<file path="src/rtl/fifo_arb_pkg.sv">
// Shared types and the round-robin search used by the FIFO write-port arbiter.
// Supports up to MAX_REQ requesters; the search is done on a zero-extended request vector.
package fifo_arb_pkg;

    localparam int MAX_REQ   = 8;
    localparam int MAX_IDX_W = 3;

    typedef enum logic {
        IDLE = 1'b0,
        OWN  = 1'b1
    } arb_state_t;

    typedef struct packed {
        logic                 found;
        logic [MAX_IDX_W-1:0] idx;
    } rr_pick_t;

    function automatic bit idx_width_ok(input int num_req, input int idx_width);
        return (num_req >= 2) && (num_req <= MAX_REQ) && (idx_width <= MAX_IDX_W)
               && (num_req <= (1 << idx_width));
    endfunction

    // Scans base+1, base+2, ... modulo num_req; the optional exclude index is skipped.
    function automatic rr_pick_t rr_pick(input logic [MAX_REQ-1:0] req, input int num_req,
                                         input int base, input logic excl_en, input int excl);
        rr_pick_t r;
        int       idx;
        r.found = 1'b0;
        r.idx   = '0;
        for (int k = 1; k <= MAX_REQ; k++) begin
            if (k <= num_req) begin
                idx = (base + k) % num_req;
                if (!r.found && req[idx[MAX_IDX_W-1:0]] && !(excl_en && (idx == excl))) begin
                    r.found = 1'b1;
                    r.idx   = idx[MAX_IDX_W-1:0];
                end
            end
        end
        return r;
    endfunction

endpackage

</file>
<file path="src/rtl/fifo_wr_arbiter_rr_select.sv">
// Combinational round-robin picker: searches from base+1 and can exclude base itself,
// which covers both the idle arbitration and the owner-handover search.
module rr_select
    import fifo_arb_pkg::*;
#(
    parameter int NUM_REQ   = 4,
    parameter int IDX_WIDTH = 2
) (
    input  logic [NUM_REQ-1:0]   req,
    input  logic [IDX_WIDTH-1:0] base,
    input  logic                 excl_en,
    output logic                 found,
    output logic [IDX_WIDTH-1:0] winner
);

    logic [MAX_REQ-1:0] req_ext;
    rr_pick_t           pick;
    logic               pick_unused;

    always_comb begin
        req_ext                = '0;
        req_ext[NUM_REQ-1:0]   = req;
        pick = rr_pick(req_ext, NUM_REQ, int'(base), excl_en, int'(base));
    end

    assign found       = pick.found;
    assign winner      = pick.idx[IDX_WIDTH-1:0];
    assign pick_unused = ^pick.idx;

endmodule

</file>
<file path="src/rtl/fifo_wr_arbiter.sv">
// Round-robin arbiter sharing one FIFO write port among NUM_REQ requesters.
// Define FIFO_WR_ARB_BURST_LOCK_EN to hold ownership until req_last; otherwise every word ends ownership.
//
// state | meaning
// IDLE  | no owner; pick a winner from rr_last+1, no FIFO write this cycle
// OWN   | owner's words go to the FIFO; handover on the ending word with zero bubble
module fifo_wr_arbiter
    import fifo_arb_pkg::*;
#(
    parameter int NUM_REQ    = 4,
    parameter int DATA_WIDTH = 8,
    parameter int IDX_WIDTH  = 2
) (
    input  logic                            clk,
    input  logic                            clear_n,
    input  logic [NUM_REQ-1:0]              req,
    input  logic [NUM_REQ*DATA_WIDTH-1:0]   req_data,
    input  logic [NUM_REQ-1:0]              req_last,
    output logic [NUM_REQ-1:0]              gnt,
    input  logic                            fifo_full,
    output logic                            fifo_wr,
    output logic [DATA_WIDTH-1:0]           fifo_data_in,
    output logic                            busy,
    output logic [IDX_WIDTH-1:0]            owner
);

    localparam bit CFG_OK = idx_width_ok(NUM_REQ, IDX_WIDTH);
    generate
        if (!CFG_OK) begin : g_cfg_bad
            $error("fifo_wr_arbiter: NUM_REQ must be 2..8 and fit in IDX_WIDTH bits");
        end
    endgenerate

    arb_state_t           state, state_nx;
    logic [IDX_WIDTH-1:0] owner_nx, rr_last, rr_last_nx;
    logic [IDX_WIDTH-1:0] sel_base, sel_winner;
    logic                 sel_found, burst_end;
    logic [DATA_WIDTH-1:0] words [NUM_REQ];

    for (genvar i = 0; i < NUM_REQ; i++) begin : g_words
        assign words[i] = req_data[i*DATA_WIDTH +: DATA_WIDTH];
    end

    // In OWN the search starts after the owner and skips it, so a sole requester falls to IDLE.
    assign sel_base = (state == OWN) ? owner : rr_last;

    rr_select #(
        .NUM_REQ   (NUM_REQ),
        .IDX_WIDTH (IDX_WIDTH)
    ) u_rr_select (
        .req     (req),
        .base    (sel_base),
        .excl_en (state == OWN),
        .found   (sel_found),
        .winner  (sel_winner)
    );

    assign busy = (state == OWN);

`ifdef FIFO_WR_ARB_BURST_LOCK_EN
    assign burst_end = fifo_wr && req_last[owner];
`else
    logic unused_last;
    assign unused_last = ^req_last;
    assign burst_end   = fifo_wr;
`endif

    always_comb begin
        fifo_wr      = 1'b0;
        fifo_data_in = '0;
        gnt          = '0;
        if (state == OWN) begin
            fifo_wr      = req[owner] && !fifo_full;
            fifo_data_in = words[owner];
            if (fifo_wr) begin
                gnt[owner] = 1'b1;
            end
        end
    end

    always_comb begin
        state_nx   = state;
        owner_nx   = owner;
        rr_last_nx = rr_last;
        case (state)
            IDLE: begin
                if (sel_found) begin
                    state_nx = OWN;
                    owner_nx = sel_winner;
                end
            end
            OWN: begin
                if (burst_end) begin
                    rr_last_nx = owner;
                    if (sel_found) begin
                        owner_nx = sel_winner;
                    end else begin
                        state_nx = IDLE;
                    end
                end
            end
            default: state_nx = IDLE;
        endcase
    end

    always_ff @(posedge clk or negedge clear_n) begin
        if (!clear_n) begin
            state   <= IDLE;
            owner   <= '0;
            rr_last <= IDX_WIDTH'(NUM_REQ - 1);
        end else begin
            state   <= state_nx;
            owner   <= owner_nx;
            rr_last <= rr_last_nx;
        end
    end

endmodule
</file>
<file path="config.mk">
export PLATFORM = sky130hd
export DESIGN_NAME = fifo_wr_arbiter
export DESIGN_NICKNAME = d
export VERILOG_FILES = /design/src/rtl/fifo_arb_pkg.sv /design/src/rtl/fifo_wr_arbiter_rr_select.sv /design/src/rtl/fifo_wr_arbiter.sv
export SDC_FILE = /design/constraint.sdc
export NUM_CORES = 1
export LEC_CHECK = 0
export CAP_MARGIN = 20
export CORE_MARGIN = 2
export CORE_UTILIZATION = 33
export CTS_CLUSTER_DIAMETER = 60
export DETAILED_ROUTE_END_ITERATION = 8
export HOLD_SLACK_MARGIN = 0.02
export MAX_ROUTING_LAYER = met4
export PLACE_DENSITY = 0.77
export SLEW_MARGIN = 20
export SYNTH_ARGS = -nofsm -noshare
export SYNTH_HDL_FRONTEND = slang
export SYNTH_SLANG_ARGS = --single-unit
</file>
<file path="constraint.sdc">
create_clock -name clk -period 1.8 [get_ports clk]
set_input_delay 0.27 -clock clk [delete_from_list [all_inputs] [get_ports clk]]
set_output_delay 0.27 -clock clk [all_outputs]
set_load 0.005 [all_outputs]
</file>
# Yosys cells after proc, flatten, opt, wreduce, memory -nomap -nowiden

Cells that the tools add are included.

Logic and storage cells: 81
Input bits: 43
Bits in registers: 5
Output and inout bits: 16

Muxes and demuxes: 30
$add $sub $neg: 4
$lt $le $gt $ge: 7
Bitwise operators: 6
Eq/ne operators: 5
Reduce and logical (&&, ||, !) cells: 26

Operators by type and width:

| cell                | count |
|---|---|
| $mux 4              | 6 |
| $mux 8              | 3 |
| $bmux 8 s2          | 1 |
| $lt 3x4->1 const B  | 4 |
| $logic_and 1x1->1   | 13 |
| $bmux 1 s3          | 4 |
| $eq 3x3->1          | 4 |
| $mux 1              | 9 |
| $logic_not 1->1     | 8 |
| $reduce_or 2->1     | 4 |
| $mux 2              | 3 |
| $add 2x1->2 const B | 2 |
| $add 2x2->2 const B | 2 |
| $and 1x1->1 const A | 4 |
| $pmux 2 s2          | 1 |
| $ge 3x3->1 const B  | 1 |
| $lt 2x3->1 const B  | 1 |
| $not 2->3           | 1 |
| $bmux 1 s2          | 1 |
| $demux 1 s2         | 1 |
| $ge 2x1->1 const B  | 1 |
| $ne 2x2->1 const B  | 1 |
| $pmux 1 s2          | 1 |
| $reduce_and 2->1    | 1 |
| $not 1->1           | 1 |

# Logic depth before layout (Yosys ltp)

Depth after elaboration: 24
Mapped depth: 8
Gate-level depth less buffers: 7

# Modules after synthesis

Synthesis repeated with hierarchy kept, for this count alone.

Cell total of the unflattened synthesis: 89
Area, all modules: 909.6 µm²

Modules (own cells, without submodules):

| module          | seq. area each (µm²) | instances | cells each | area each (µm²) |
|---|---|---|---|---|
| fifo_wr_arbiter | 127.6                | 1         | 59         | 688.2 |
| rr_select       | 0.0                  | 1         | 30         | 221.5 |

# Least setup slack after synthesis

Ideal clock, no wire load.

Kind: flip-flop to output port
From: reg owner[0]
To: out gnt[3]
Cell stages (with the launch flop): 8
Data arrival time: 1.439 ns
Slack: 0.091 ns
Path buffers: 1
Cell sequence: dfrtp_1 buf_6 mux4_2 nand2b_1 inv_2 nand2_2 inv_2 and3_1

Longest elaborated chain between the ends: 6

Ends and longest elaborated chain:

| what                                                                  | RTL line               | text |
|---|---|---|
| from (decl)                                                           | fifo_wr_arbiter.sv:24  | `output logic [IDX_WIDTH-1:0] owner` |
| from (signal assigned)                                                | fifo_wr_arbiter.sv:113 | `owner <= owner_nx;` |
| $lt 2x3->1 (not written as such) / $ge 2x1->1 (equally long branches) | fifo_wr_arbiter.sv:76  | `gnt[owner] = 1'b1;` |
| $logic_and 1x1->1 (not written as such)                               | fifo_wr_arbiter.sv:76  |  |
| $mux 1 (not written as such)                                          | fifo_wr_arbiter.sv:76  |  |
| $demux 1 s2                                                           | fifo_wr_arbiter.sv:76  |  |
| $mux 4 *                                                              | fifo_wr_arbiter.sv:75  | `if (fifo_wr) begin` |
| $mux 4 *                                                              | fifo_wr_arbiter.sv:72  | `if (state == OWN) begin` |
| to (decl)                                                             | fifo_wr_arbiter.sv:19  | `output logic [NUM_REQ-1:0] gnt,` |

Mark *: on every way between the ends. The rest lies on a longest branch, timed or not. The select of a mux whose other input is x is not followed.

# Worst setup path after layout

Same ends and word-level chain as after synthesis.

==> key figures <==
Power
  – Pwr/cell area: 1330 nW/µm²
  – Leak: 0.718 nW
  – Pwr Total: 2.16 mW
  – Peak VDD IR: 965 µV

Cells and area
  – Fraction of layout cells with a size suffix above 1: 51.9%
  – Design Area, Final: 1630 µm²
  – Ant diodes: 0
  – FILL cells: 151
  – Final net count: 204
  – FF/Latch Area: 130 µm²
  – Layout Area Growth over Synthesis: 119%
  – Util after Layout: 75.2%
  – Footprint of the multi-input gates: 634 µm²

Yosys
  – #FFs+latches synth: 5
  – Mapped cell area: 746 µm²
  – Ys async rst share: 100%
  – Synth cell types: 31
  – Cell count after synthesis: 80
  – Post-synth top area share: 27.2%
  – Dominant cell type by area after synthesis: mux4_2
  – Sequential share of the synthesized area: 17.1%
  – Top cells by area, synth: mux4_2, dfrtp_1, dfstp_2
  – Syn Area/Cell: 9.32 µm²
  – Post-synth top flop: dfrtp_1
  – Syn_nets: 123
  – Yosys warns: 0
  – Number of synthesized flops with an enable pin: 0

Routing
  – ANT nets after route: 0
  – Detail Route met3 WL: 292 µm
  – M1 WL: 1.43 mm
  – Wirelength, routed: 3.43 mm
  – Post-route DRC violation count: 0
  – 1st-iter DRT viols: 29
  – Vias: 955
  – Top Layer Used: met3
  – Vias per Instance: 5.08
  – WL/cell: 18.2 µm
  – First-pass iteration count of the detailed router: 4
  – Met2 wire length: 1.71 mm

Floorplan
  – Die Y: 51.5 µm
  – Num rows: 17
  – Core Area: 2170 µm²
  – Ports: 59
  – Die X: 51.5 µm
  – Initial Utilization: 34.4%
  – DIE AREA: 2660 µm²

Timing
  – Worst hold slack: 0.241 ns
  – Setup violations, final: 16
  – Max-slew violations: 0
  – RSZ-0062 raised after global routing: yes
  – Fin Clk Skew: 0.00741 ns
  – Hold Vio Cnt, Final: 0
  – Min Tclk post-route: 2.09 ns
  – Actual slew at the worst max-slew pin: 0.484 ns
  – Final Cycle Share: 116%
  – Post-route setup slack: -0.293 ns
  – Relative slew slack: 66.8%
  – Max Fclk: 0.478 GHz

Outcome
  – Outcome: complete, but fails checks
  – Failing checks: negative setup slack

Clock network
  – Post-CTS Hold Buffers: 0
  – Clk root buf: clkbuf_4
  – H-tree depth: 1
  – Clk slew on worst S/H paths: 0.05 ns
  – CTS buffer count: 3
  – Clk buf depth: 2
  – # clock sinks: 5
  – Clk_lat worst skew: 0.25 ns
  – CTS tree: done

Setup path
  – Reg-to-Reg End: owner[0]
  – Critical-path maximum fanout: 4
  – Worst path arrival time: 1.82 ns
  – Required time worst endpoint: 1.53 ns
  – CP Class: reg2out
  – Most frequent CP cell: buf_6
  – Slowest cell delay on critical path: 0.48 ns
  – Crit end category: output port
  – WP buf/inv: 4
  – CP top delay family: multiplexers
  – Worst-path cell chain: buf_6 > mux4_2 > nand2b_1 > inv_2 > nand2_4 > inv_4 > and3_4 > buf_6
  – Worst r2r src: owner[0]
  – Critical path depth in cells: 8
  – R2R Setup Slk: -0.25 ns
  – Worst setup SP type: flip-flop
  – Worst r2r path cells: 10
  – Crit-path slowest cell: mux4_2

Global routing
  – Largest net degree at the start of global routing: 17
  – Global-route wire length before repair: 4.93 mm
  – Number of global-route vias before repair: 966
  – Antenna violations before repair: 0
  – Gr usage total: 26.2%
  – Gr ovfl total: 0

Placement
  – DP HPWL: 2.04 mm
  – IO buf count: 54
  – Setup Slack @ Placement: -0.548 ns
  – Routability cong.: 0.846
  – Placed Area: 1380 µm²

Flow run
  – Max_cap viols: 0

Worst hold path
  – Hold Crit Class: in2async
[stage by stage]
| stage | setup TNS (ns) | cells |
|---|---|---|
| after global routing | -3.68 | 188 |
| after global placement | -4.35 | 169 |
| after detailed placement | -4.60 | 169 |
| final | -2.87 | 188 |
| after CTS | -2.17 | 184 |
| after floorplan | 0 | 80 |
[cells in the final DEF (no fill, tap or decap), drive strengths merged, types with 2 or more instances in the layout]
cell type	instances
a21oi	2
and2	8
buf	39
clkbuf	5
clkdlybuf4s50	40
dfrtp	3
dfstp	2
inv	4
mux2	4
mux2i	2
mux4	9
nand2	15
nand2b	2
nand3	2
nor2	5
nor3	3
nor3b	2
o21ai	6
[report_power, final]
part           internal, mW  switching (mW)  leakage [nW]  total, mW
Clock                0.0842          0.0514        0.0150      0.136
Combinational          1.10           0.688         0.650       1.79
Sequential            0.175          0.0655        0.0529      0.240
[kinds of logic after synthesis]
logic type             share of synthesized area (%)
AOI/OAI and AO/OA                               13.8
buffers and inverters                           6.04
DFF                                             17.1
muxes                                           36.4
and+or+nand+nor                                 26.7
[synthesized netlist by cell type, types with 2 or more instances]
library cell / instances
and2_1: 8
mux2_2: 3
inv_2: 2
dfrtp_1: 3
inv_1: 2
o21ai_0: 4
mux2i_1: 2
nor3_1: 3
buf_2: 3
nor2_1: 4
nand2b_1: 2
a21oi_2: 2
nand2_1: 14
mux4_2: 9
dfstp_2: 2
o21ai_1: 2
[final cells by class]
class / count / share of cell area (%)
Timing Repair Buffer: 81 / 48.3
Inverter: 4 / 1.07
Clock buffer: 4 / 1.61
Multi-Input combinational cell: 66 / 38.9
Tap cell: 28 / 2.15
Sequential cell: 5 / 7.98
[worst reg2reg max path, stage by stage, from the launching register on]
cell and delay, ns:
dfrtp_2 0.43, buf_4 0.15, buf_6 0.12, buf_16 0.13, buf_8 0.13, mux2_4 0.32, mux2i_2 0.17, a21oi_2 0.15
a21oi_2 0.06, a311o_1 0.28, nand2_1 0.06
[registers in the layout (all words and copies together), names as in the netlist]
signal	flops
rr_last	2
owner	2
busy	1
[layer usage]
layer,vias up,track usage (%)
met2,46,47.0
met3,0,6.61
met4,0,2.63
met1,454,30.6
li1,455,-
met5,-,-
[worst max-delay path by stage]
stage / startpoint / to / slack, ns
after detailed placement: req[2] / gnt[1] / -0.55
after global placement: req[3] / gnt[3] / -0.50
final: owner[0] / gnt[3] / -0.29
after CTS: owner[0] / gnt[3] / -0.27
after floorplan: owner[0] / gnt[3] / 0.09
after global routing: owner[0] / gnt[3] / -0.35
[timing repair]
item                                    CTS  global route
gates cloned                              1             0
endpoints found under the setup margin   13            16
gates resized for setup                  73            23
pin swaps                                10             6
buffers inserted                         10             6
endpoints found under the hold margin     0             0
No activity file was read; power rests on OpenSTA's default activity.
